==> src/rtl/crossbar_line_credit_ctrl.sv <==
// crossbar_line_credit_ctrl
// Ingress controller for one line of the 4x4 crossbar fabric. It steers a
// packetised word stream to the column named in the SOP header and holds the
// column from SOP to EOP. Per-column credit counters keep the line's
// cross-node buffers from overflowing; column readers return credits with
// pop pulses.
//
// Optional feature (macro CB_LINE_STATS_EN): adds per-column packet counters,
// a saturating stall-cycle counter and a synchronous clear input.
//
// Handshake: a word transfers on a rising i_clk edge when i_valid and o_ready
// are both high. o_ready depends combinationally on i_valid, i_sop and i_din,
// so the source must not make i_valid depend on o_ready.
//
// o_state exposes the FSM state (0 = IDLE, 1 = XFER) for debug and checkers.

module crossbar_line_credit_ctrl #(
    parameter int DATA_W     = 32,
    parameter int NODE_DEPTH = 16,
    parameter int CNT_W      = 5
) (
    input  logic                 i_clk,
    input  logic                 i_rst_n,
`ifdef CB_LINE_STATS_EN
    input  logic                 i_stats_clr,
    output logic [4*16-1:0]      o_pkt_cnt,
    output logic [15:0]          o_stall_cnt,
`endif
    input  logic [DATA_W-1:0]    i_din,
    input  logic                 i_valid,
    input  logic                 i_sop,
    input  logic                 i_eop,
    output logic                 o_ready,
    output logic [DATA_W-1:0]    o_cb_din,
    output logic [1:0]           o_cb_sel,
    output logic                 o_cb_wr_en,
    input  logic [3:0]           i_credit_ret,
    output logic [4*CNT_W-1:0]   o_credit,
    output logic                 o_proto_err,
    output logic                 o_credit_err,
    output logic                 o_state
);

    typedef enum logic {
        IDLE = 1'b0,
        XFER = 1'b1
    } state_t;

    localparam logic [CNT_W-1:0] FULL = CNT_W'(NODE_DEPTH);

    state_t           state;
    logic [1:0]       col;
    logic [CNT_W-1:0] credit [4];

    logic [1:0]       hdr_col;
    logic [1:0]       wr_col;
    logic             accept;
    logic             wr_fire;
    logic [3:0]       dec;

    assign hdr_col = i_din[3:2];
    assign accept  = i_valid && o_ready;
    assign o_state = state;

    // Ready: a header needs credit in its own column; a body word needs
    // credit in the held column; stray words in IDLE are always drained.
    always_comb begin
        o_ready = 1'b1;
        if (i_valid && i_sop) begin
            o_ready = (credit[hdr_col] != '0);
        end else if (state == XFER) begin
            o_ready = (credit[col] != '0);
        end
    end

    // Which accepted words go into the fabric, and which column they consume.
    always_comb begin
        wr_fire = accept && (i_sop || (state == XFER));
        wr_col  = i_sop ? hdr_col : col;
        dec     = '0;
        if (wr_fire) begin
            dec[wr_col] = 1'b1;
        end
    end

    // Packet FSM and registered fabric-side outputs.
    always_ff @(posedge i_clk or negedge i_rst_n) begin
        if (!i_rst_n) begin
            state       <= IDLE;
            col         <= '0;
            o_cb_din    <= '0;
            o_cb_sel    <= '0;
            o_cb_wr_en  <= 1'b0;
            o_proto_err <= 1'b0;
        end else begin
            o_cb_wr_en  <= 1'b0;
            o_proto_err <= 1'b0;
            if (accept) begin
                if (i_sop) begin
                    // A header mid-packet means the previous EOP went missing;
                    // flag it and restart on the new header.
                    if (state == XFER) begin
                        o_proto_err <= 1'b1;
                    end
                    col        <= hdr_col;
                    o_cb_din   <= i_din;
                    o_cb_sel   <= hdr_col;
                    o_cb_wr_en <= 1'b1;
                    state      <= i_eop ? IDLE : XFER;
                end else if (state == XFER) begin
                    o_cb_din   <= i_din;
                    o_cb_sel   <= col;
                    o_cb_wr_en <= 1'b1;
                    if (i_eop) begin
                        state <= IDLE;
                    end
                end else begin
                    o_proto_err <= 1'b1;
                end
            end
        end
    end

    // Credit counters: minus one per written word, plus one per return,
    // saturating at the buffer depth with a sticky overflow flag.
    always_ff @(posedge i_clk or negedge i_rst_n) begin
        if (!i_rst_n) begin
            for (int c = 0; c < 4; c++) begin
                credit[c] <= FULL;
            end
            o_credit_err <= 1'b0;
        end else begin
            for (int c = 0; c < 4; c++) begin
                if (i_credit_ret[c] && !dec[c]) begin
                    if (credit[c] >= FULL) begin
                        o_credit_err <= 1'b1;
                    end else begin
                        credit[c] <= credit[c] + 1'b1;
                    end
                end else if (dec[c] && !i_credit_ret[c]) begin
                    credit[c] <= credit[c] - 1'b1;
                end
            end
        end
    end

    // Pack the credit counters onto the flat output bus.
    always_comb begin
        o_credit = '0;
        for (int c = 0; c < 4; c++) begin
            o_credit[c*CNT_W +: CNT_W] = credit[c];
        end
    end

`ifdef CB_LINE_STATS_EN
    logic [15:0] pkt_cnt [4];
    logic [15:0] stall_cnt;

    // Statistics: wrapping per-column SOP counts, saturating stall count;
    // clear wins over a coincident increment.
    always_ff @(posedge i_clk or negedge i_rst_n) begin
        if (!i_rst_n) begin
            for (int c = 0; c < 4; c++) begin
                pkt_cnt[c] <= '0;
            end
            stall_cnt <= '0;
        end else if (i_stats_clr) begin
            for (int c = 0; c < 4; c++) begin
                pkt_cnt[c] <= '0;
            end
            stall_cnt <= '0;
        end else begin
            for (int c = 0; c < 4; c++) begin
                if (accept && i_sop && (hdr_col == 2'(c))) begin
                    pkt_cnt[c] <= pkt_cnt[c] + 16'd1;
                end
            end
            if (i_valid && !o_ready && (stall_cnt != 16'hFFFF)) begin
                stall_cnt <= stall_cnt + 16'd1;
            end
        end
    end

    // Pack the packet counters onto the flat output bus.
    always_comb begin
        o_pkt_cnt = '0;
        for (int c = 0; c < 4; c++) begin
            o_pkt_cnt[c*16 +: 16] = pkt_cnt[c];
        end
    end

    assign o_stall_cnt = stall_cnt;
`endif

endmodule

==> config.mk <==
export PLATFORM = sky130hd
export DESIGN_NAME = crossbar_line_credit_ctrl
export DESIGN_NICKNAME = d
export VERILOG_FILES = /design/src/rtl/crossbar_line_credit_ctrl.sv
export SDC_FILE = /design/constraint.sdc
export NUM_CORES = 1
export LEC_CHECK = 0
export BUFFER_PORTS_ARGS = -buffer_cell sky130_fd_sc_hd__buf_4
export CAP_MARGIN = 20
export CORE_AREA = 5 5 90 92
export CTS_CLUSTER_SIZE = 28
export DETAILED_ROUTE_END_ITERATION = 10
export DIE_AREA = 0 0 95 97
export GPL_TIMING_DRIVEN = 0
export PLACE_DENSITY = 0.77
export SYNTH_ARGS = -nofsm -noshare
export SYNTH_HDL_FRONTEND = slang
export SYNTH_SLANG_ARGS = --single-unit
==> constraint.sdc <==
create_clock -name i_clk -period 3.48 [get_ports i_clk]
set_clock_uncertainty 0.1 [all_clocks]
set_input_delay 0 -clock i_clk [delete_from_list [all_inputs] [get_ports i_clk]]
set_output_delay 0 -clock i_clk [all_outputs]
set_load 0.01 [all_outputs]
======== Word level (Yosys, flattened, before mapping) ========
Index checks and enable logic that the tools add are counted.
cells by class
  $add $sub $neg .......................... 8
  reductions and logical operators ........ 33
  equality and inequality tests ........... 4
  mux-type cells .......................... 45
  $lt $le $gt $ge ......................... 8
  bitwise operators ....................... 2
operator list
  operator                                                    number
  2-to-1 mux 5 bit                                            16
  2-to-1 mux 32 bit                                           2
  adder 5 x 1 -> 5 bit, second input constant                 4
  binary-select mux 5 bit (select 2 bit)                      2
  >= comparator 5 bit, second input constant                  4
  2-to-1 mux 1 bit                                            20
  subtractor 5 x 1 -> 5 bit, second input constant            4
  logical AND 1 bit                                           12
  AND reduction 2 bit                                         5
  nonzero test 2 bit                                          5
  nonzero test 5 bit                                          2
  logical NOT 1 bit                                           8
  != test 2 bit, second input constant                        4
  >= comparator 3 bit, second input constant                  2
  2-to-1 mux 2 bit                                            3
  NOT 2 -> 3 bit                                              2
  2-to-1 mux 4 bit                                            1
  less-than comparator 2 x 3 -> 1 bit, second input constant  1
  demux 1 bit (select 2 bit)                                  1
  >= comparator 2 x 1 -> 1 bit, second input constant         1
  logical OR 1 bit                                            1
storage, ports and cells
  word-level logic and storage cells ...... 111
  register bits after elaboration ......... 60

======== Depth between registers and ports, before layout ========
  word-level depth ........................ 19
  mapped depth ............................ 14
  mapped depth without buffers ............ 12

======== Worst setup path after synthesis ========
OpenSTA, ideal clock, no wires.
  path type ............................... register to register
  start ................................... register credit (netlist bit o_credit[1])
  end ..................................... register credit (netlist bit o_credit[19])
  path buffers ............................ 1
  library setup time ...................... 0.081 ns
  path slack .............................. 0.083 ns
  data arrival time ....................... 3.216 ns
  required time ........................... 3.299 ns
  stages on the path, launching flop included .. 14
  clock period less this slack ............ 3.397 ns
  cells stage by stage .................... dfrtp_1 -> or4_1 -> or3_1 -> a211oi_2 -> nor4_2 -> clkbuf_1 -> nand3_1 -> nand2_1 -> fa_1 -> a21o_1 -> a21oi_1 -> nand4_1 -> mux2i_1 -> nand2_1
between the ends
  word-level cells in the longest chain between the ends .. 13
  elaborated cells between the ends (all ways) .. 20
  classes of those cells .................. eq/ne (1); mux (10); reduce/logical (9)
RTL lines
  item                                                                  line  text
  from (decl)                                                           53    logic [CNT_W-1:0] credit [4];
  from (signal, indexed assignment)                                     138   credit[c] <= credit[c] + 1'b1;
  from (signal, indexed assignment)                                     141   credit[c] <= credit[c] - 1'b1;
  binary-select mux 5 bit (select 2 bit)                                72    o_ready = (credit[col] != '0);
  2-to-1 mux 5 bit (not written as such) (2 in a row)                   72
  nonzero test 5 bit                                                    72
  2-to-1 mux 1 bit                                                      71    end else if (state == XFER) begin
  2-to-1 mux 1 bit (*)                                                  69    if (i_valid && i_sop) begin
  logical AND 1 bit (*)                                                 62    assign accept = i_valid && o_ready;
  logical AND 1 bit (*)                                                 78    wr_fire = accept && (i_sop || (state == XFER));
  2-to-1 mux 4 bit (*)                                                  81    if (wr_fire) begin
  logical NOT 1 bit                                                     134   if (i_credit_ret[c] && !dec[c]) begin
  logical AND 1 bit                                                     134
  != test 2 bit (no source line) or nonzero test 2 bit (tied branches)  --
  AND reduction 2 bit (no source line)                                  --
Mark *: on every way between the ends. The rest lies on a longest branch, timed or not. The select of a mux whose other input is x is not followed.
A chain may end at the register's enable or synchronous reset.

======== Worst setup path in the final report ========
Same ends and word-level chain as after synthesis.

==> flow_summary.json <==
{
  "synth_cells": 277,
  "r2r-start": "o_credit[1]$_DFFE_PN0P_",
  "hold_viol_final": 0,
  "die_y_um": 97,
  "nFillCells": 543,
  "cp-end-kind": "flip-flop",
  "cts_buffers": 9,
  "slew_violations": 0,
  "drtAntennaViolNets": 0,
  "dieArea_um2": 9215,
  "synth.most_common_cell": "dfrtp_1",
  "cp.arrival_ns": 3.55,
  "place.gp.congestion": 0.9256,
  "synth-simple-area-share_pct": 9.880,
  "clock.fmax_mhz": 295.5,
  "reg2reg_setup_slack_ns": 0.1,
  "utilization_pct": 67.46,
  "cts_sinks": 60,
  "synth_edf_count": 0,
  "grt_max_degree": 61,
  "rr_endpoint": "o_credit[19]$_DFFE_PN1P_",
  "slew_headroom_pct": 49.10,
  "cts_buffer_depth": 2,
  "yosysTopAreaCell": "dfrtp_1",
  "power_leakage_nw": 2.291,
  "syn_to_final_growth_pct": 49.09,
  "synth_compound_area_share_pct": 9.492,
  "io_pins": 100,
  "synth_top_family_by_area": "multiplexers",
  "std_cell_rows": 31,
  "synthAdderAreaFrac_pct": 7.516,
  "syn_area_um2": 3229,
  "grt_pass1_wl_um": 14530,
  "cp.required_ns": 3.65,
  "setup_viol": 0,
  "port_buffers": 96,
  "cts.htree.levels": 3,
  "ys_top_cells_by_area": "dfrtp_1 (43%), mux2_2 (13%), mux2i_1 (6.2%), ha_1 (5.0%), dfstp_2 (3.3%)",
  "layout-drive-gt1-share_pct": 44.29,
  "irDropWorstVdd_mv": 0.4217,
  "routed_wl_um": 9008,
  "clk_root_buffer_cell": "clkbuf_8",
  "antenna_found_initial": 0,
  "post-route-min-period_ns": 3.384,
  "hold_path.class": "in2async",
  "powerDensity_nw_per_um2": 653.5,
  "worstSetupStartpointType": "flip-flop",
  "core_um2": 7137,
  "vias": 2747,
  "cp-endpoint": "o_credit[19]$_DFFE_PN1P_",
  "via_per_inst": 5.115,
  "routedWlPerCell_um": 16.77,
  "ys.warnings.count": 0,
  "first_pass_iters": 4,
  "clk_pin_slew_worst_paths_ns": 0.07,
  "clock_latency_ns": 0.34,
  "seqCellArea_um2": 1508,
  "yosys.area.top_type_share_pct": 43.39,
  "multi_input_area_um2": 1713,
  "grt_pass1_vias": 2869,
  "ys_ff_latch": 60,
  "tightest_slew_ns": 0.7634,
  "syn_area_per_cell_um2": 11.66,
  "cts_tree": "done",
  "synth-xor-area-share_pct": 3.255,
  "n_antenna_cell": 0,
  "grtUsageTotal_pct": 19.84,
  "critPathMaxFanout": 10,
  "ys_seq_area_share_pct": 46.65,
  "synthArstFlopShare_pct": 100.0,
  "first_iter_violations": 166,
  "drv_cap": 0,
  "synthMuxAreaShare_pct": 20.92,
  "post-dp-hpwl_um": 5882,
  "finalNetCount": 492,
  "ys_types": 40,
  "synthFlopType": "dfrtp_1",
  "status": "finished, final reports clean",
  "worstSetupPathType": "reg2reg",
  "power.total_mw": 3.146,
  "drc": 0,
  "cp-startpoint": "o_credit[1]$_DFFE_PN0P_",
  "initial_utilization_pct": 45.25,
  "syn-num-nets": 335,
  "r2r_cells": 13,
  "die_x_um": 95,
  "fin_crit_sh_pct": 97.24,
  "yosys-top-cells-count": "dfrtp_1 (56), mux2_2 (37), mux2i_1 (20), nand2_1 (20), a21oi_1 (16)",
  "grt-ovfl-total": 0
}
-- state kept, by name, indices dropped and copies added, names as in the netlist --
signal / cells
col: 2
o_cb_din: 32
o_cb_sel: 2
o_cb_wr_en: 1
o_credit: 20
o_credit_err: 1
o_proto_err: 1
o_state: 1
-- critical path: stages, from the launching register on --
cell and delay (ns):
dfrtp_2 0.43, or4_4 0.55, or3_4 0.36, a211oi_4 0.30, nor4_4 0.12, clkbuf_8 0.18
nand3_2 0.09, nand2_2 0.10, fa_2 0.37, a21o_1 0.18, a21oi_2 0.15, nand4_1 0.14
mux2i_1 0.20, nand2_1 0.07
-- cells in the final DEF (no fill, tap or decap), types with 2 or more instances in the layout --
cell type,synthesis,final
buf_4,3,109
dfrtp_1,56,55
dlygate4sd3_1,0,40
mux2_2,37,37
mux2i_1,20,20
nand2_1,20,16
ha_1,13,13
nor2_1,11,11
nand3_1,12,11
a21oi_1,16,11
clkbuf_8,0,11
a21o_1,10,10
o21ai_0,9,9
inv_1,8,8
xnor2_1,7,7
nor3_1,6,6
a21oi_2,1,6
xor2_1,5,5
nand2_2,0,4
a31oi_1,4,4
dfstp_2,4,4
nand2b_1,3,3
mux2_4,3,3
clkinv_2,0,3
buf_2,2,2
or2_2,2,2
nand4_1,2,2
fa_1,4,2
fa_2,0,2
-- logic make-up (layout without fill, tap and decap cells) --
group / after synthesis / in the layout
simple gates: 65 / 65
xor+xnor: 12 / 12
flops: 60 / 60
mux: 61 / 61
fa+ha+maj: 17 / 17
buf+inv: 16 / 177
compound gates: 46 / 46
-- timing repair --
item	CTS	global route
gates resized for setup	10	10
cloned	0	0
pin swaps	3	3
setup endpoints to repair	9	8
hold buffers	40	0
buffers inserted	3	7
endpoints found under the hold margin	102	0
-- metal layers --
metal / track usage (%) / vias up / part of all wire [%]
met3: 7.137 / 10 / 10
met5: 0 / - / 0
met2: 32.86 / 99 / 47
li1: - / 1308 / -
met4: 5.216 / 0 / 1.0
met1: 24.22 / 1330 / 42
-- power by group --
group / switching [mW] / internal [mW]
clock network: 0.277 / 0.342
registers: 0.216 / 0.900
logic: 0.630 / 0.782
-- metrics by stage --
step / cell area [um2] / cells / TNS (ns) / hold slack [ns] / worst slack [ns]
floorplan: 3229 / 277 / 0 / -0.3956 / 0.08322
global placement: 4074 / 472 / -1.346 / 0.02142 / -0.3270
detailed placement: 4074 / 472 / -1.416 / 0.02530 / -0.3544
CTS: 4721 / 530 / 0 / 0.1939 / 0.01930
global route: 4815 / 537 / -0.01928 / 0.3040 / -0.01928
finish: 4815 / 537 / 0 / 0.2034 / 0.09606
-- cell type report --
cell class	count	area share (%)
buffer	8	1.117
clock buffer	10	2.859
sequential	60	31.32
multi-input combinational	201	35.58
tap	99	2.573
timing repair buffer	146	24.84
inverter	8	0.6237
clock inverter	5	1.091
-- how the worst min path moves through the flow --
| stage | depth (start not counted) | endpoint | slack (ns) |
|---|---|---|---|
| detailed placement | 1 | o_cb_din[10]$_DFFE_PN0N_ | 0.03 |
| global route | 2 | o_credit[15]$_DFFE_PN0P_ | 0.30 |
| finish | 2 | o_credit[15]$_DFFE_PN0P_ | 0.20 |
| global placement | 1 | o_cb_din[9]$_DFFE_PN0N_ | 0.02 |
| floorplan | 0 | col[0]$_DFFE_PN0P_ | -0.40 |
| CTS | 2 | o_cb_din[10]$_DFFE_PN0N_ | 0.19 |
Note: power is estimated with default switching activity, not from simulation.
